### src/rtl/fp_unpack_pipe.sv
// Two-stage pipelined IEEE-754 operand unpacker with valid/ready flow control.
// S1 decodes fields and rebiases singles; S2 counts leading zeros and normalises.
module fp_unpack_pipe #(
    parameter int EW  = 11,
    parameter int FW  = 52,
    parameter int SEW = 8,
    parameter int SFW = 23,
    parameter int LZW = 6
) (
    input  logic          clk,
    input  logic          rst,
    input  logic          in_valid,
    output logic          in_ready,
    input  logic [63:0]   fp,
    input  logic          db,
    input  logic          normal,
    output logic          out_valid,
    input  logic          out_ready,
    output logic          s,
    output logic [EW:0]   e,
    output logic [LZW-1:0] lz,
    output logic [FW:0]   f,
    output logic          fz,
    output logic [FW-1:0] h,
    output logic          e_inf,
    output logic          e_z,
    output logic          is_zero,
    output logic          is_inf,
    output logic          is_nan,
    output logic          is_snan,
    output logic          is_denorm
);

    localparam int DBIAS = 2 ** (EW - 1) - 1;
    localparam int SBIAS = 2 ** (SEW - 1) - 1;
    localparam logic [EW:0] E_MAX    = {1'b0, {EW{1'b1}}};
    localparam logic [EW:0] S_REBIAS = (EW + 1)'(DBIAS - SBIAS);
    localparam logic [EW:0] S_DEN_E  = (EW + 1)'(DBIAS - SBIAS + 1);

    // Valid/ready: a beat moves on a stage boundary when the producer's valid and
    // the consumer's ready are both high at the clock edge. A stage may load when
    // it is empty or its content leaves in the same cycle, so in_ready depends
    // combinationally on out_ready. Data held in S2 never changes while stalled.
    logic v1, v2;
    logic adv1, adv2;

    assign adv2      = !v2 || out_ready;
    assign adv1      = !v1 || adv2;
    assign in_ready  = adv1;
    assign out_valid = v2;

    // S1 decode
    logic [EW-1:0]  dexp;
    logic [SEW-1:0] sexp;
    logic           d_ez, d_einf, d_fz;
    logic [FW-1:0]  d_h;
    logic [EW:0]    d_e;

    assign dexp = fp[62 -: EW];
    assign sexp = fp[62 -: SEW];

    always_comb begin
        d_ez   = db ? (dexp == '0) : (sexp == '0);
        d_einf = db ? (&dexp) : (&sexp);
        d_h    = db ? fp[FW-1:0] : {fp[62-SEW -: SFW], {(FW - SFW){1'b0}}};
        d_fz   = (d_h == '0);
        if (d_einf)
            d_e = E_MAX;
        else if (d_ez)
            d_e = d_fz ? '0 : (db ? (EW + 1)'(1) : S_DEN_E);
        else
            d_e = db ? {1'b0, dexp} : (EW + 1)'(sexp) + S_REBIAS;
    end

    logic          s1_s, s1_nrm, s1_ez, s1_einf, s1_fz;
    logic [EW:0]   s1_e;
    logic [FW-1:0] s1_h;

    // S2 leading-zero count and normalising shift
    function automatic logic [LZW-1:0] clz(input logic [FW:0] v);
        logic [LZW-1:0] n;
        logic           done;
        n    = '0;
        done = 1'b0;
        for (int i = FW; i >= 0; i--) begin
            if (!done) begin
                if (v[i]) done = 1'b1;
                else      n = n + LZW'(1);
            end
        end
        return n;
    endfunction

    logic           s1_den, do_norm;
    logic [FW:0]    f1, n_f;
    logic [LZW-1:0] n_lz;
    logic [EW:0]    n_e;

    always_comb begin
        s1_den  = s1_ez && !s1_fz;
        do_norm = s1_nrm && s1_den;
        f1      = {!s1_ez, s1_h};
        // Only denormals can carry leading zeros worth reporting; zero reports 0.
        n_lz    = s1_den ? clz(f1) : '0;
        n_f     = do_norm ? (f1 << n_lz) : f1;
        n_e     = do_norm ? (s1_e - (EW + 1)'(n_lz)) : s1_e;
    end

    always_ff @(posedge clk) begin
        if (rst) begin
            v1        <= 1'b0;
            v2        <= 1'b0;
            s1_s      <= 1'b0;
            s1_nrm    <= 1'b0;
            s1_ez     <= 1'b0;
            s1_einf   <= 1'b0;
            s1_fz     <= 1'b0;
            s1_e      <= '0;
            s1_h      <= '0;
            s         <= 1'b0;
            e         <= '0;
            lz        <= '0;
            f         <= '0;
            fz        <= 1'b0;
            h         <= '0;
            e_inf     <= 1'b0;
            e_z       <= 1'b0;
            is_zero   <= 1'b0;
            is_inf    <= 1'b0;
            is_nan    <= 1'b0;
            is_snan   <= 1'b0;
            is_denorm <= 1'b0;
        end else begin
            if (adv1) begin
                v1 <= in_valid;
                if (in_valid) begin
                    s1_s    <= fp[63];
                    s1_nrm  <= normal;
                    s1_ez   <= d_ez;
                    s1_einf <= d_einf;
                    s1_fz   <= d_fz;
                    s1_e    <= d_e;
                    s1_h    <= d_h;
                end
            end
            if (adv2) begin
                v2 <= v1;
                if (v1) begin
                    s         <= s1_s;
                    e         <= n_e;
                    lz        <= n_lz;
                    f         <= n_f;
                    fz        <= s1_fz;
                    h         <= s1_h;
                    e_inf     <= s1_einf;
                    e_z       <= s1_ez;
                    is_zero   <= s1_ez && s1_fz;
                    is_inf    <= s1_einf && s1_fz;
                    is_nan    <= s1_einf && !s1_fz;
                    is_snan   <= s1_einf && !s1_fz && !s1_h[FW-1];
                    is_denorm <= s1_den;
                end
            end
        end
    end

endmodule

### config.mk
export PLATFORM = sky130hd
export DESIGN_NAME = fp_unpack_pipe
export DESIGN_NICKNAME = d
export VERILOG_FILES = /design/src/rtl/fp_unpack_pipe.sv
export SDC_FILE = /design/constraint.sdc
export NUM_CORES = 1
export LEC_CHECK = 0
export ABC_CLOCK_PERIOD_IN_PS = 79400
export CAP_MARGIN = 20
export CORE_MARGIN = 3
export CORE_UTILIZATION = 55
export CTS_CLUSTER_DIAMETER = 50
export DETAILED_ROUTE_END_ITERATION = 8
export PLACE_DENSITY = 0.76
export SYNTH_ARGS = -nofsm -noshare
export SYNTH_HDL_FRONTEND = slang
export SYNTH_SLANG_ARGS = --single-unit
### constraint.sdc
create_clock -name clk -period 79.4 [get_ports clk]
set_clock_uncertainty 0.15 [all_clocks]
set_input_delay 7.94 -clock clk [delete_from_list [all_inputs] [get_ports clk]]
set_output_delay 7.94 -clock clk [all_outputs]
set_load 0.01 [all_outputs]
==> summary.txt <==
STA
  • Fmax: 33.9 MHz
  • Fin. Hold Viols: 0
  • TNS Setup: 0 ns
  • RSZ-0062 raised after global routing: false
  • Slew headroom: 0.247
  • Fin crit share: 0.372
  • Tmin final: 29.52 ns
  • Worst-margin pin slew: 1.13 ns
  • Final WS setup: 49.88 ns
  • Slew Limit Fails: 0
  • Hold slack: 0.301 ns
  • Final setup viols: 0

Power
  • Leak: 8.40 nW
  • Peak VDD IR: 0.0153 mV
  • Flop pwr share: 0.413
  • Pwr Total: 0.276 mW
  • Pint: 0.192 mW
  • PD cells: 13.1 nW/µm²
  • P_sw: 0.0835 mW
  • Sw Ratio: 0.303
  • Clk network pwr share: 0.436
  • Comb power frac: 0.150

Clocking
  • Max clock buf depth: 3
  • CTS Hold Buffers Added: 0
  • Clk Tree Root Cell: clkbuf_16
  • Clk slew on worst S/H paths: 0.06 ns
  • H-tree depth: 1
  • Clk_lat worst skew: 0.55 ns
  • Resized cells post-CTS: 0
  • Post-CTS Setup Inserts: 0
  • Clk sinks: 202
  • CTS tree: done
  • Clock buffer count from CTS: 27

Detailed routing
  • WL/cell: 22.4 µm
  • Post-route ant nets: 0
  • First-pass DRT Iterations: 6
  • DRC Markers: 0
  • Via count: 19670
  • Total wire length: 68400 µm
  • DRT iter0 DRCs: 2405
  • Vias/cell: 6.46

Synthesis
  • Share of the synthesized area in the top cell type: 0.222
  • Cell Area, Synth: 18200 µm²
  • Synth area leader: dfxtp_1
  • Top cells by area, synth: dfxtp_1 (22%), mux2i_1 (10%), nand2_1 (8.5%)
  • Number of flops mapped to enable cells by yosys: 0
  • Synth Flop Type: dfxtp_1
  • Synth async-reset ratio: 0
  • Cells after synthesis: 2516
  • Distinct cells, synth: 98
  • Post-synthesis sequential element count: 202
  • Syn Nets: 2642
  • Avg Cell Area, Syn: 7.25 µm²
  • Register area share after synthesis: 0.222
  • Ys Warns: 0

Finish
  • Final core occ: 0.647
  • Register area: 4040 µm²
  • Layout cells sized above 1: 0.0553
  • Layout area overhead: 15.8%
  • Most frequent cells in the layout: nand2_1 (414), nor2_1 (255), a21oi_1 (224)
  • Leading cell type in the layout, fill and taps excluded: nand2_1
  • N_diodes: 0
  • Finished Layout Cells: 3047
  • Filler Cell Count: 2906
  • NumNets Final: 2712
  • Fin area: 21100 µm²
  • Multi-input gate area: 13200 µm²

Placed design
  • Pre-CTS worst setup slack: 50.51 ns
  • PortBufs: 203
  • Placed cell areas: 20200 µm²
  • Cells after DPL: 2999
  • Detail Placement HPWL: 50800 µm
  • GPL Wtd Cong: 0.990

Worst setup path
  • CP peak stage delay: 0.53 ns
  • Slowest CP cell: dfxtp_1
  • Worst endpoint required time: 79.71 ns
  • CP delay by family, top: compound AO/OA/AOI/OAI gates
  • Crit path buffers/inverters: 8
  • CP Class: reg2reg
  • Setup crit end kind: register
  • Crit path top cell by count: ha_1
  • Worst setup SP type: register
  • Crit Path Max Fanout: 44
  • Arr. time, crit path: 29.83 ns
  • R2r setup slk: 49.88 ns

Global route
  • Tot GR Track Use: 0.369
  • Initial antenna violation count: 0
  • First-pass GRT wire length: 105000 µm
  • Vias in the first global route: 18442
  • Largest net degree at the start of global routing: 103
  • GR Overflow Total: 0

Die
  • # IOs: 204
  • Overall die area: 35400 µm²
  • Core Rows: 66
  • Die Height: 188 µm
  • Placeable Area: 32600 µm²
  • Initial Utilization: 0.559
  • Die W: 188 µm

Worst hold path
  • HP Class: reg2reg

Outcome
  • Outcome: finished, final reports clean

Flow run
  • Max-Cap Viols: 0
==> power by group through the flow <==
stage | registers, mW | clock network, mW | logic, mW
after CTS | 0.114 | 0.121 | 0.0406
after global routing | 0.114 | 0.125 | 0.0446
after floorplan | 0.111 | 0 | 0.0259
after detailed placement | 0.116 | 0 | 0.0402
final | 0.114 | 0.120 | 0.0415
after global placement | 0.116 | 0 | 0.0397
==> worst paths after layout <==
path                 start  endpoint  cells after the start
setup / recovery  s1_h[51]      e[8]                    146
hold / removal       h[48]     h[48]                      2
setup reg to reg  s1_h[51]      e[8]                    146
hold reg to reg      h[48]     h[48]                      2
==> final cells by class <==
class                   count  area share
multi-input cells        2073       0.627
flip-flops and latches    202       0.191
repair buffers            223       0.103
clock buffers              35      0.0353
well taps                 442      0.0262
inverters                  59      0.0106
clock inverters            13     0.00664
==> worst min-delay path: cells and delay by family, from the launching register on <==
kind,cells,cell delay [ns]
simple gates,1,0.05
compound gates,1,0.05
flops,1,0.30
==> registers in the layout, summed over array words and instances (netlist names), 6 cells and up <==
register and count:
f 53, h 52, s1_h 52, e 12, s1_e 11, lz 6
==> synthesized netlist by cell type (13+ instances only) <==
| master | count |
|---|---|
| a21o_1 | 15 |
| clkbuf_1 | 139 |
| a221oi_1 | 22 |
| nand2_1 | 414 |
| or2_2 | 13 |
| a211oi_1 | 48 |
| or3_1 | 13 |
| ha_1 | 55 |
| dfxtp_1 | 202 |
| mux2i_1 | 182 |
| nor3_1 | 58 |
| buf_1 | 17 |
| and2_1 | 24 |
| a21oi_1 | 224 |
| buf_2 | 16 |
| mux2_2 | 15 |
| o21ai_0 | 107 |
| nand3_1 | 83 |
| nand4_1 | 20 |
| a222oi_1 | 27 |
| nor2_1 | 256 |
| a31oi_1 | 25 |
| nor2b_1 | 35 |
| xnor2_1 | 73 |
| o211ai_1 | 15 |
| xor2_1 | 45 |
| o21ai_1 | 13 |
| nor4_1 | 35 |
| and3_1 | 23 |
| inv_1 | 56 |
| nand2b_1 | 28 |
==> layer usage <==
metal  GRT usage  vias to the layer above  routed length (µm)
li1            -                     9158                   -
met1       0.514                     9328               29300
met2       0.573                     1037               29900
met3      0.0651                      147                6590
met4       0.135                        0                2500
met5           0                        -                   0
==> cells by family after synthesis <==
| family | Yosys count | share of synthesized area |
|---|---|---|
| XOR/XNOR | 144 | 0.0878 |
| multiplexers | 203 | 0.113 |
| buffers and inverters | 241 | 0.0541 |
| adder cells (fa/ha/maj) | 58 | 0.0399 |
| AO/OA/AOI/OAI | 610 | 0.212 |
| AND/OR/NAND/NOR | 1058 | 0.270 |
| flip-flops | 202 | 0.222 |
Power figures use the tool's default switching activity.
